### config.mk
export PLATFORM = sky130hd
export DESIGN_NAME = pattern_scan_ctrl
export DESIGN_NICKNAME = d
export VERILOG_FILES = /design/src/rtl/pattern_scan_pkg.sv /design/src/rtl/pattern_window_match.sv /design/src/rtl/pattern_scan_ctrl.sv
export SDC_FILE = /design/constraint.sdc
export NUM_CORES = 1
export LEC_CHECK = 0
export ABC_AREA = 1
export CAP_MARGIN = 0
export CORE_AREA = 2 2 72 74
export CTS_CLUSTER_DIAMETER = 100
export DETAILED_ROUTE_END_ITERATION = 6
export DIE_AREA = 0 0 74 76
export SYNTH_ARGS = -nofsm -noshare
export SYNTH_HDL_FRONTEND = slang
export SYNTH_SLANG_ARGS = --single-unit
### constraint.sdc
create_clock -name clk -period 1.7 [get_ports clk]
set_clock_uncertainty 0.05 [all_clocks]
set_input_delay 0.255 -clock clk [delete_from_list [all_inputs] [get_ports clk]]
set_output_delay 0.255 -clock clk [all_outputs]
set_load 0.03 [all_outputs]
### src/rtl/pattern_scan_pkg.sv
// rtl/pattern_scan_pkg.sv - shared state encoding, reset pattern and saturating increment
package pattern_scan_pkg;

  typedef logic [1:0] state_t;

  localparam state_t ST_IDLE   = 2'd0;
  localparam state_t ST_SHIFT  = 2'd1;
  localparam state_t ST_REPORT = 2'd2;

  localparam logic [3:0] DEF_RST_PAT = 4'b0110;

  // Counts up by one but parks at max_value instead of wrapping.
  function automatic logic [31:0] sat_inc(input logic [31:0] value, input logic [31:0] max_value);
    return (value >= max_value) ? max_value : value + 32'd1;
  endfunction

endpackage

### src/rtl/pattern_window_match.sv
// rtl/pattern_window_match.sv - sliding match window with fill tracking and overlap control
module pattern_window_match #(
  parameter int PAT_W = 4
) (
  input  logic             clk,
  input  logic             rst,
  input  logic             bit_in,
  input  logic             bit_en,
  input  logic             clear,
  input  logic [PAT_W-1:0] pattern,
  input  logic             overlap,
  output logic             hit
);

  localparam int FW = $clog2(PAT_W + 1);

  // Only the oldest PAT_W-1 bits are stored; the newest bit arrives live on bit_in.
  logic [PAT_W-2:0] window;
  logic [FW-1:0]    fill;
  logic [PAT_W-1:0] cand;

  assign cand = {window, bit_in};
  assign hit  = bit_en && (fill >= FW'(PAT_W - 1)) && (cand == pattern);

  // Advance the window on each scanned bit; a non-overlapping hit forgets history via fill.
  always_ff @(posedge clk) begin
    if (!rst) begin
      window <= '0;
      fill   <= '0;
    end else if (clear) begin
      window <= '0;
      fill   <= '0;
    end else if (bit_en) begin
      window <= cand[PAT_W-2:0];
      if (hit && !overlap) begin
        fill <= '0;
      end else if (fill != FW'(PAT_W)) begin
        fill <= fill + FW'(1);
      end
    end
  end

endmodule

### src/rtl/pattern_scan_ctrl.sv
// rtl/pattern_scan_ctrl.sv - word-in, count-out controller around the serial pattern matcher
module pattern_scan_ctrl
  import pattern_scan_pkg::*;
#(
  parameter int               DATA_W  = 16,
  parameter int               PAT_W   = 4,
  parameter int               CNT_W   = 5,
  parameter logic [PAT_W-1:0] RST_PAT = PAT_W'(DEF_RST_PAT)
) (
  input  logic              clk,
  input  logic              rst,
  input  logic              cfg_we,
  input  logic [PAT_W-1:0]  cfg_pattern,
  input  logic              cfg_overlap,
  output logic              cfg_err,
  input  logic              in_valid,
  output logic              in_ready,
  input  logic [DATA_W-1:0] in_data,
  output logic              bit_out,
  output logic              bit_valid,
  output logic              hit,
  output logic              busy,
  output logic              out_valid,
  output logic [CNT_W-1:0]  out_count,
  input  logic              out_ready
);

  localparam int              BW      = (DATA_W > 1) ? $clog2(DATA_W) : 1;
  localparam logic [CNT_W-1:0] CNT_MAX = '1;

  state_t             state;
  logic [DATA_W-1:0]  shreg;
  logic [BW-1:0]      bitcnt;
  logic [CNT_W-1:0]   count;
  logic [PAT_W-1:0]   pattern;
  logic               overlap;
  logic               accept;

  assign in_ready  = (state == ST_IDLE);
  assign accept    = in_valid && in_ready;
  assign bit_out   = shreg[DATA_W-1];
  assign bit_valid = (state == ST_SHIFT);
  assign busy      = (state == ST_SHIFT) || (state == ST_REPORT);
  assign out_valid = (state == ST_REPORT);
  assign out_count = count;

  pattern_window_match #(
    .PAT_W(PAT_W)
  ) u_match (
    .clk    (clk),
    .rst    (rst),
    .bit_in (bit_out),
    .bit_en (bit_valid),
    .clear  (accept),
    .pattern(pattern),
    .overlap(overlap),
    .hit    (hit)
  );

  // Config only changes while idle; a write at any other time is dropped and flagged.
  always_ff @(posedge clk) begin
    if (!rst) begin
      pattern <= RST_PAT;
      overlap <= 1'b1;
      cfg_err <= 1'b0;
    end else begin
      cfg_err <= cfg_we && (state != ST_IDLE);
      if (cfg_we && (state == ST_IDLE)) begin
        pattern <= cfg_pattern;
        overlap <= cfg_overlap;
      end
    end
  end

  // Accept a word, shift it out MSB first counting hits, then hold the count until taken.
  always_ff @(posedge clk) begin
    if (!rst) begin
      state  <= ST_IDLE;
      shreg  <= '0;
      bitcnt <= '0;
      count  <= '0;
    end else begin
      case (state)
        ST_IDLE: begin
          if (in_valid) begin
            shreg  <= in_data;
            bitcnt <= '0;
            count  <= '0;
            state  <= ST_SHIFT;
          end
        end
        ST_SHIFT: begin
          shreg  <= shreg << 1;
          bitcnt <= bitcnt + BW'(1);
          if (hit) begin
            count <= CNT_W'(sat_inc(32'(count), 32'(CNT_MAX)));
          end
          if (bitcnt == BW'(DATA_W - 1)) begin
            state <= ST_REPORT;
          end
        end
        ST_REPORT: begin
          if (out_ready) begin
            state <= ST_IDLE;
          end
        end
        default: state <= ST_IDLE;
      endcase
    end
  end

endmodule
==> results of run 1 <==
[through the flow]
| step | utilization | hold slack (ps) | std cells | setup slack [ps] |
|---|---|---|---|---|
| floorplan | - | 318 | 262 | 19.5 |
| global placement | 0.490 | 404 | 369 | 79.3 |
| detailed placement | 0.490 | 404 | 369 | 23.3 |
| CTS | 0.514 | 416 | 377 | -140 |
| global route | 0.531 | 433 | 381 | -160 |
| finish | 0.531 | 415 | 381 | -63.3 |
[path summary, 6_finish.rpt]
kind	start	end	slack, ps	depth (start not counted)
max reg2reg	u_match.fill[0]	out_count[2]	120	13
min	u_match.window[2]	u_match.window[2]	410	2
min reg2reg	u_match.window[2]	u_match.window[2]	410	2
max	state[1]	hit	-60	9
[kinds of logic after synthesis]
logic type | count (synthesis)
buffers and inverters | 41
flip-flops | 39
AO/OA/AOI/OAI | 64
adder cells (fa/ha/maj) | 9
AND/OR/NAND/NOR | 106
XOR/XNOR | 3
[cells in the final DEF, fill, tap and decap left out, types with 2 or more instances in the layout]
cell / count
inv_1: 26
ha_4: 4
a21oi_1: 15
nand2_1: 66
nor2_2: 2
nand3_1: 12
dfxtp_1: 35
xor2_1: 3
inv_4: 2
buf_4: 15
nor3_1: 4
ha_1: 5
a21oi_2: 2
o211ai_1: 5
clkdlybuf4s50_1: 28
buf_6: 2
nand2_2: 2
dfxtp_2: 3
o21ai_1: 2
dlygate4sd2_1: 4
nor2_1: 16
a31oi_1: 15
o21ai_0: 22
clkbuf_8: 5
[timing repair]
item                       in CTS  in global routing
pin swaps                       0                  7
buffers inserted                1                  5
hold endpoints to repair        0                  0
resized for setup               9                 20
setup endpoints to repair       7                 31
[final cells by class]
cell class | instances | area (um^2) | share of cell area
multi-input combinational | 182 | 1010 | 0.386
sequential | 39 | 788 | 0.302
timing repair buffer | 53 | 503 | 0.193
inverter | 30 | 118 | 0.0451
tap | 70 | 87.6 | 0.0336
clock buffer | 5 | 68.8 | 0.0264
clock inverter | 2 | 37.5 | 0.0144
[worst min-delay path: stages (launching register included)]
cell and delay, ps:
dfxtp_1 310, nand2_1 60, a21oi_1 50
[Yosys cell counts]
cell type  count  share of area
or2_1          1         0.0033
buf_2          3         0.0079
nor3_1         4          0.011
a21oi_1       15          0.040
clkinv_2       1         0.0026
o211ai_1       5          0.020
a31oi_1       15          0.050
a211oi_1       1         0.0040
nor4_1         1         0.0033
nand2_4        1         0.0059
buf_4          1         0.0040
dfxtp_1       39           0.41
nor2_2         1         0.0033
nand3b_1       1         0.0040
clkbuf_2       1         0.0026
inv_1         27          0.054
ha_1           9          0.059
o211ai_2       1         0.0066
nand2_1       67           0.13
nor2_1        17          0.034
clkbuf_1       6          0.012
xor2_1         3          0.014
o21ai_0       23          0.061
o21bai_1       1         0.0040
clkinv_1       1         0.0020
nand2_2        1         0.0033
a21oi_2        2         0.0092
nand3_1       12          0.032
inv_2          1         0.0020
o21ai_1        1         0.0026
[where the power goes]
| part | internal, mW | switching [mW] |
|---|---|---|
| sequential | 1.19 | 0.162 |
| combinational | 0.818 | 1.22 |
| clock | 0.429 | 0.324 |
| total | 2.44 | 1.71 |
[registers in the layout (all words and copies together) (netlist names)]
register	cells
state	2
bitcnt	4
out_count	5
u_match.window	3
overlap	1
pattern	4
shreg	16
u_match.fill	3
cfg_err	1
[metal layers]
metal	up-vias	global-route usage	routed length, um	part of all wire
met4	0	0.0509	58	0.014
li1	957	-	-	-
met3	8	0.0463	199	0.047
met2	37	0.238	1860	0.44
met1	760	0.221	2110	0.50
met5	-	0	0	0
==> summary.md, run 1 <==
| Metric | Value |
|---|---|
| Slew @ Worst Pin | `320 ps` |
| Compound-gate portion of the synthesized area | `0.196` |
| Clk sinks | `39` |
| First DRT Iteration DRCs | `49` |
| Total vias in the final route | `1762` |
| Highest Clock Rate | `0.567 GHz` |
| Die Area | `0.00562 mm^2` |
| Nets | `346` |
| Total Wirelength | `4230 um` |
| Total Power | `4.15 mW` |
| Post-route setup TNS | `-63.3 ps` |
| Synth Area in Adders | `0.0594` |
| FF+latch count, synth | `39` |
| TritonRoute pass-1 iters | `4` |
| Critical path type | `reg -> out` |
| Failing checks | `setup timing` |
| Max clock buf depth | `2` |
| Crit path top cell by count | `inv_4` |
| Final WS setup | `-63.3 ps` |
| VDD IR-drop max | `789 uV` |
| Period utilization | `1.04` |
| Routed WL per cell | `11.1 um` |
| Req. time, crit path | `1390 ps` |
| Clock latency on the worst-skew pair | `290 ps` |
| Core ar. | `0.00491 mm^2` |
| Share of post-route cells with drive strength above 1 | `0.151` |
| Xor/xnor share of the synthesized area | `0.0139` |
| Die Ht | `76 um` |
| Hold Buf Count CTS | `0` |
| CP max FO | `3` |
| CTS H-tree lvls | `2` |
| Max Slew Vio Count | `0` |
| I/O pins | `38` |
| Status | `complete, but fails checks` |
| Leak | `1.11 nW` |
| Final instance area | `0.00261 mm^2` |
| HPWL after detailed placement | `2950 um` |
| Worst path slowest cell | `dfxtp_2` |
| DRC viols | `0` |
| Top cell family by delay on the critical path | `flip-flops` |
| Final Hold Fails | `0` |
| Synthesized Nets | `297` |
| Starting Density | `0.386` |
| Area grow syn2layout | `37.8%` |
| Worst path bufs/invs | `4` |
| Initial antenna violation count | `0` |
| Filler cells | `480` |
| Critical Path Start Type | `register` |
| Critical Path Max Stage Delay | `340 ps` |
| Largest family of logic cells by synthesized area | `simple AND/OR/NAND/NOR gates` |
| PD cells | `1590 mW/mm^2` |
| Placed cell areas | `0.00240 mm^2` |
| Post-synthesis mux area share | `0` |
| Vias in the first global route | `1631` |
| Ant diodes | `0` |
| Largest net degree at the start of global routing | `31` |
| Worst-path clk slew | `80 ps` |
| Via density per instance | `4.62` |
| HP Class | `reg -> reg` |
| Worst EP arrival | `1460 ps` |
| First-pass GRT wire length | `7200 um` |
| Critical Path Sink Type | `output pin` |
| Setup violations, final | `1` |
| GRT Overall Usage | `0.160` |
| Post-DRT Antenna Nets | `0` |
| Max Cap Viol | `0` |
| Post-Synth Simple-Gate Area | `0.232` |
| Synth warn | `0` |
| CTS tree | `built` |
| CTS root buffer | `clkbuf_8` |
| Sequential-to-total area share from yosys stat | `0.412` |
| Max-Slew Margin vs Limit | `0.787` |
| Cell breakdown of the critical path | `inv_4 -> ha_4 -> inv_2 -> a21oi_2 -> nand2_1 -> nor2_2 -> nand2_2 -> inv_4 -> buf_6` |
| # rows | `26` |
| Cell variety after synth | `30` |
| Count of input and output buffers | `37` |
| Post-Syn Instances | `262` |
| Post-Syn Area per Cell | `7.23 um^2` |
| RSZ-0062 raised after global routing | `yes` |
| Total gr overflow | `0` |
| CTS buffer count | `5` |
| GP Congestion | `0.826` |
| Post-Syn Area | `0.00189 mm^2` |
| Tmin final | `1760 ps` |
| Die W | `74 um` |
No activity file was read; power rests on OpenSTA's default activity.
==> inputs of run 2 (changes only) <==
--- a/config.mk
+++ b/config.mk
@@ -5,12 +5,11 @@
 export SDC_FILE = /design/constraint.sdc
 export NUM_CORES = 1
 export LEC_CHECK = 0
-export ABC_AREA = 1
 export CAP_MARGIN = 0
-export CORE_AREA = 2 2 72 74
+export CORE_AREA = 2 2 75 77
 export CTS_CLUSTER_DIAMETER = 100
 export DETAILED_ROUTE_END_ITERATION = 6
-export DIE_AREA = 0 0 74 76
+export DIE_AREA = 0 0 77 79
 export SYNTH_ARGS = -nofsm -noshare
 export SYNTH_HDL_FRONTEND = slang
 export SYNTH_SLANG_ARGS = --single-unit
==> run 2 against run 1 <==
Effect of this change: clock power down 20%; register-to-register slack worse by 160 ps; largest power group unchanged; sequential power down 5%; the flow still finishes with violations (setup timing); total power down 15%; wire length down 2.4%; highest routed layer unchanged; largest cell class unchanged.
==> summary.md, run 2 <==
| Metric | Value |
|---|---|
| Status | `complete, but fails checks` |
| Failing checks | `setup timing` |
| Worst Hold Depth | `2 (unchanged)` |
| Total vias in the final route | `1691 (-4.0%)` |
| Setup violations, final | `2 (+1)` |
| Most frequent cells in the layout | `dfxtp_1, nand2_1, clkdlybuf4s50_1` |
| Hold Buf Count CTS | `0 (unchanged)` |
| Total Wirelength | `4130 um (-2.4%)` |
| GRT Overall Usage | `0.147 (-0.0133)` |
| Main synth FF type | `dfxtp_1` |
| Die Area | `0.00608 mm^2 (+8.2%)` |
| Final instance area | `0.00285 mm^2 (+9.2%)` |
| Max clock buf depth | `2 (unchanged)` |
| Leading area contributor after synthesis | `dfxtp_1` |
| Clock latency on the worst-skew pair | `290 ps (about the same)` |
| Synth warn | `0 (unchanged)` |
| Count of input and output buffers | `37 (unchanged)` |
| VDD IR-drop max | `706 uV (-11%)` |
| Area grow syn2layout | `39.9%` |
| Tmin final | `1740 ps (-23.9 ps)` |
| Initial antenna violation count | `0 (unchanged)` |
| First-pass GRT wire length | `7130 um (-0.96%)` |
| HPWL after detailed placement | `3020 um (+2.3%)` |
| DRC viols | `0 (unchanged)` |
| Worst r2r src | `out_count[1]` |
| # rows | `27 (+3.8%)` |
| Core ar. | `0.00534 mm^2 (+8.7%)` |
| Worst EP arrival | `1870 ps (+410 ps)` |
| CTS root buffer | `clkbuf_8` |
| CP max FO | `2 (-1)` |
| Post-synth EDFFs | `0 (unchanged)` |
| Sequential-to-total area share from yosys stat | `0.383 (-0.0289)` |
| Area of the multi-input gates | `0.00130 mm^2 (+29%)` |
| Synth cell count leaders | `dfxtp_1, nand2_1, mux2i_1` |
| Clk sinks | `39 (unchanged)` |
| Post-synth top area share | `0.383 (-0.0289)` |
| Max Slew Vio Count | `0 (unchanged)` |
| Critical Path Sink Type | `register` |
| Post-route setup TNS | `-64.6 ps (-1.32 ps)` |
| Worst-path clk slew | `70 ps (about the same)` |
| FF+latch count, synth | `39 (unchanged)` |
| Nets | `307 (-11%)` |
| Synthesized Nets | `254 (-14%)` |
| Post-synthesis mux area share | `0.123 (+0.123)` |
| Hold Path End | `overlap` |
| CTS H-tree lvls | `2 (unchanged)` |
| Async S/R FF share, synth | `0 (unchanged)` |
| Post-Syn Instances | `219 (-16%)` |
| CTS buffer count | `5 (unchanged)` |
| Largest family of logic cells by synthesized area | `simple AND/OR/NAND/NOR gates` |
| I/O pins | `38 (unchanged)` |
| R2R Path End | `out_count[3]` |
| Total gr overflow | `0 (unchanged)` |
| Max reg flops | `16 (unchanged)` |
| Highest Clock Rate | `0.575 GHz (+1.4%)` |
| Largest net degree at the start of global routing | `31 (unchanged)` |
| Req. time, crit path | `1830 ps (+440 ps)` |
| PD cells | `1240 mW/mm^2 (-22%)` |
| HP Class | `reg -> reg` |
| RSZ-0062 raised after global routing | `yes` |
| Post-Syn Area per Cell | `9.30 um^2 (+29%)` |
| Leak | `1.25 nW (+13%)` |
| Ant diodes | `0 (unchanged)` |
| Post-Synth Simple-Gate Area | `0.195 (-0.0365)` |
| GP Congestion | `0.835 (+1.1%)` |
| Most flop-heavy register | `shreg` |
| Worst Hold Launch | `overlap` |
| FF-to-FF path depth | `6 (-7)` |
| First DRT Iteration DRCs | `50 (+2.0%)` |
| Most common cell in the netlist | `dfxtp_1` |
| FF+latch area | `795 um^2 (+0.79%)` |
| Via density per instance | `4.90 (+6.0%)` |
| Post-Place Setup Slack | `-51.4 ps (-74.7 ps)` |
| Critical path type | `reg -> reg` |
| Die Ht | `79 um (+3.9%)` |
| Total Power | `3.54 mW (-15%)` |
| Filler cells | `531 (+11%)` |
| Cell variety after synth | `39 (+30%)` |
| Compound-gate portion of the synthesized area | `0.166 (-0.0297)` |
| Routed WL per cell | `12.0 um (+7.8%)` |
| Period utilization | `1.02 (-0.0141)` |
| Reg2reg setup slack | `-40 ps (-160 ps)` |
| Max-Slew Margin vs Limit | `0.797 (+0.0104)` |
| Max Cap Viol | `0 (unchanged)` |
| Leading cell type in the layout, fill and taps excluded | `dfxtp_1` |
| Slew @ Worst Pin | `304 ps (-16.0 ps)` |
| Post-Syn Area | `0.00204 mm^2 (+7.5%)` |
| Xor/xnor share of the synthesized area | `0.0362 (+0.0224)` |
| Final WS setup | `-39.4 ps (+23.9 ps)` |
| TritonRoute pass-1 iters | `4 (unchanged)` |
| Vias in the first global route | `1561 (-4.3%)` |
| Die W | `77 um (+4.1%)` |
| CTS tree | `built` |
| Post-DRT Antenna Nets | `0 (unchanged)` |
| Synth Area in Adders | `0.0553 (-0.00416)` |
| Starting Density | `0.382 (-0.00401)` |
| Placed cell areas | `0.00269 mm^2 (+12%)` |
| Synth area leaders | `dfxtp_1, mux2i_1, o211a_1, ha_1, nand2_1` |
| Final Hold Fails | `0 (unchanged)` |
| Share of post-route cells with drive strength above 1 | `0.220 (+0.0687)` |
| Critical Path Start Type | `register` |
run 2: changes by cell type after synthesis, moves of 6 or more:
cell,change
a21oi_1,-12
a31oi_1,-14
inv_1,-20
mux2i_1,+24
nand2_1,-37
nand2b_1,+7
nor2_1,-7
nor2b_1,+6
o211a_1,+15
o21ai_0,-17
run 2: what timing repair did:
| item | 4_1_cts | 5_1_grt |
|---|---|---|
| resized for setup | 18 | 10 |
| buffers inserted | 2 | 1 |
| setup endpoints to repair | 12 | 12 |
| cloned | 0 | 0 |
| pin swaps | 5 | 4 |
run 2: logic make-up (layout without fill, tap and decap cells):
group | after synthesis | in the layout
buffers and inverters | 20 | 74
and+or+nand+nor | 79 | 79
muxes | 25 | 25
DFF | 39 | 39
adders and majority gates | 9 | 9
xor gates and xnor gates | 5 | 5
AOI/OAI and AO/OA | 42 | 42
run 2: per-stage QoR:
step	util	hold WS [ps]	instances
floorplan	-	328	219
global placement	0.504	407	335
detailed placement	0.504	408	335
CTS	0.526	426	344
global route	0.534	453	345
finish	0.534	419	345
run 2: how the worst max path moves through the flow:
stage                    start  slack, ps           end  cells past startpoint
5_1_grt        u_match.fill[1]       -110           hit                      5
4_1_cts        u_match.fill[1]       -110           hit                      5
2_1_floorplan     out_count[1]        -60  out_count[3]                      6
3_3_place_gp      out_count[1]        -10  out_count[3]                      6
6_report          out_count[1]        -40  out_count[3]                      6
3_5_place_dp   u_match.fill[1]        -50  out_count[1]                      6
run 2: worst max-delay path: stages (launching register included):
cell	delay, ps
dfxtp_4	350
ha_4	150
and3_4	180
ha_4	150
or4_4	410
o31a_1	250
o21a_1	100
run 2: where the power goes:
part	total [mW]	leakage, nW	internal (mW)	switching (mW)
Combinational	1.66	0.889	0.825	0.836
Sequential	1.28	0.323	1.13	0.142
Clock	0.605	0.0422	0.288	0.317
Total	3.54	1.25	2.25	1.29
run 2: layer usage:
layer / global-route usage / vias to the layer above / part of all wire
met4: 0.0429 / 0 / 0.013
met3: 0.0409 / 7 / 0.040
met5: 0 / - / 0
met1: 0.191 / 764 / 0.49
met2: 0.239 / 30 / 0.45
li1: - / 890 / -
run 2: cell type report:
type                    instances  share of cell area
flip-flops and latches         39               0.279
multi-input cells             160               0.456
inverters                       7             0.00922
well taps                      72              0.0316
repair buffers                 59               0.196
clock buffers                   7              0.0268
clock inverters                 1             0.00176
==> RTL change, RTL diff (flow settings as in run 2) <==
Reset style: asynchronous (`rst`), changed in 3 clocked blocks.
--- a/src/rtl/pattern_window_match.sv
+++ b/src/rtl/pattern_window_match.sv
@@ -23,7 +23,7 @@
   assign hit  = bit_en && (fill >= FW'(PAT_W - 1)) && (cand == pattern);
 
   // Advance the window on each scanned bit; a non-overlapping hit forgets history via fill.
-  always_ff @(posedge clk) begin
+  always_ff @(posedge clk or negedge rst) begin
     if (!rst) begin
       window <= '0;
       fill   <= '0;
--- a/src/rtl/pattern_scan_ctrl.sv
+++ b/src/rtl/pattern_scan_ctrl.sv
@@ -58,7 +58,7 @@
   );
 
   // Config only changes while idle; a write at any other time is dropped and flagged.
-  always_ff @(posedge clk) begin
+  always_ff @(posedge clk or negedge rst) begin
     if (!rst) begin
       pattern <= RST_PAT;
       overlap <= 1'b1;
@@ -73,7 +73,7 @@
   end
 
   // Accept a word, shift it out MSB first counting hits, then hold the count until taken.
-  always_ff @(posedge clk) begin
+  always_ff @(posedge clk or negedge rst) begin
     if (!rst) begin
       state  <= ST_IDLE;
       shreg  <= '0;
Function: differs if rst is asserted again (counterexample within 4 cycles, from zero or initial values and one cycle with rst low); with rst held inactive, the same outputs for 10 cycles.
==> RTL change against run 2 <==
The flow still finishes with violations (setup timing). Setup slack lost 0.14 ns. Register-to-register slack lost 0.08 ns. Utilization grew 0.47 points. Sequential cell count is the same. Routed wire length grew 2.8%. Design area grew 0.88%. Hold slack lost 0.042 ns. Largest power group unchanged. First-iteration DRC count shrank 18%. Total power grew 41%. Area after synthesis shrank 1.7%. Highest routed layer unchanged. Cell count shrank 5.8%.
==> RTL change: results (changes against run 2) <==
Status
  – Status: finished with violations (unchanged)
  – Violated checks: setup timing (unchanged)

Synth
  – Unique masters post-synth: 40 (was 39)
  – Most frequent cells after synthesis: 36 x dfrtp_1, 20 x mux2i_1, 20 x nand2_1 (was 39 x dfxtp_1, 30 x nand2_1, 24 x mux2i_1)
  – Post-synth ARST share: 100.0% (was 0%)
  – Syn_nets: 224 (was 254)
  – Synth top area cells: dfrtp_1 45%, mux2i_1 10%, ha_1 6.3% (was dfxtp_1 38%, mux2i_1 12%, o211a_1 7.4%)
  – Syn Area/Cell: 10.65 um2 (was 9.301 um2)
  – Post-synthesis sequential area ratio: 48.94% (was 38.33%)
  – Number of synthesis warnings: 0 (unchanged)

Worst setup path
  – CP arrival: 1.57 ns (was 1.87 ns)
  – Crit-path max cell delay: 0.39 ns (was 0.41 ns)
  – Crit-path leading delay family: flip-flops (was simple AND/OR/NAND/NOR gates)
  – Worst-path maximum fanout: 2 (unchanged)
  – CP max stage cell: dfrtp_1 (was or4_4)

Cells and area
  – Nets: 288 (was 307)
  – Largest Register: shreg (unchanged)
  – Filler cells: 543 (was 531)
  – Largest register FFs: 16 (unchanged)
  – Layout cells sized above 1: 28.85% (was 21.98%)
  – Number of diodes: 0 (unchanged)

Place
  – Routability Congestion: 0.8593 (was 0.8352)
  – Placed wire-length estimate: 3163 um (was 3022 um)
  – Dpl ws: -0.03613 ns (was -0.05139 ns)
  – Cells after DPL: 312 (was 335)
  – Input/output buffers: 37 (unchanged)

Timing
  – Final setup fails: 5 (was 2)
  – Sum Neg Setup Slack: -0.5548 ns (was -0.06460 ns)
  – Slew margin rel.: 68.37% (was 79.70%)
  – Final setup margin: -0.1748 ns (was -0.03936 ns)

Routing
  – DR WL/cell: 13.05 um (was 11.96 um)
  – Total wire length: 4241 um (was 4125 um)
  – First-pass DRT Iterations: 4 (unchanged)
  – Iteration-0 DRC count of the detailed router: 41 (was 50)
  – Drt via density: 4.917 (was 4.901)

Clock network
  – H-tree depth: 2 (unchanged)
  – Clock Latency Late Sink: 0.29 ns (about the same)
  – CTS buffer count: 5 (unchanged)
  – Root buffer cell: clkbuf_8 (unchanged)
  – CTS max path bufs: 2 (unchanged)
  – Clock transition at path regs: 0.07 ns (about the same)

Global route
  – Global-route wire length before repair: 7203 um (was 7134 um)
  – Pin count of the biggest net entering global routing: 25 (was 31)
  – Antenna violations before repair: 0 (unchanged)
  – GR Util All Layers: 14.99% (was 14.68%)
  – Number of global-route vias before repair: 1557 (was 1561)

Min path
  – Hold crit path type: input port to async pin (was register to register)

Power
  – Net Switching: 2.031 mW (was 1.295 mW)
  – Lkg Pwr: 1.289 nW (was 1.254 nW)
  – VDD IR max: 0.6421 mV (was 0.7059 mV)
-- RTL change: worst paths after layout --
path | cells past startpoint | slack, ns | start | end
max in group asynchronous | 3 | 0.76 | rst | out_count[1]
min | 2 | 0.38 | rst | out_count[0]
max | 6 | -0.17 | u_match.fill[1] | hit
min in group clk | 2 | 0.44 | shreg[8] | shreg[8]
max reg2reg | 8 | -0.12 | u_match.fill[1] | u_match.fill[2]
min reg2reg | 2 | 0.44 | shreg[8] | shreg[8]
-- RTL change: per-layer routing --
layer	GRT usage, %	vias to the layer above	wire (um)
met2	26.32	32	2193
met3	3.977	4	153
met5	0	-	0
li1	-	798	-
met4	4.286	0	27
met1	18.23	764	1867
-- RTL change: metrics by stage --
stage | util [%] | instance area (um2)
floorplan | - | 2095
global placement | 50.12 | 2675
detailed placement | 50.12 | 2675
CTS | 53.02 | 2830
global route | 53.84 | 2874
finish | 53.84 | 2874
-- RTL change: power by group through the flow --
stage	registers [mW]	clock network, mW	logic [mW]
CTS	1.61	0.709	2.68
floorplan	1.65	0	1.77
global route	1.66	0.753	2.97
detailed placement	1.62	0	2.61
global placement	1.61	0	2.58
finish	1.61	0.681	2.70
-- RTL change: cell type report --
cell class,count,share of cell area [%]
Tap cell,72,3.135
Timing Repair Buffer,64,20.11
Clock buffer,8,3.483
Sequential cell,39,34.17
Multi-Input combinational cell,132,37.79
Inverter,10,1.306
-- RTL change: cells by family (layout without fill, tap and decap cells) --
group,Yosys count,in the layout,share of synthesized area [%]
simple gates,46,46,10.94
fa+ha+maj,10,10,6.250
compound gates,44,44,14.31
buf+inv,17,82,3.562
mux,26,26,13.37
xor+xnor,6,6,2.625
flops,39,39,48.94
-- RTL change: what timing repair did --
action                                 in CTS  in global routing
hold buffers                                1                  0
setup buffers                               3                  1
gates resized for setup                    12                 10
setup endpoints to repair                   8                 22
pin swaps                                   5                  6
gates cloned                                0                  0
endpoints found under the hold margin      12                  0
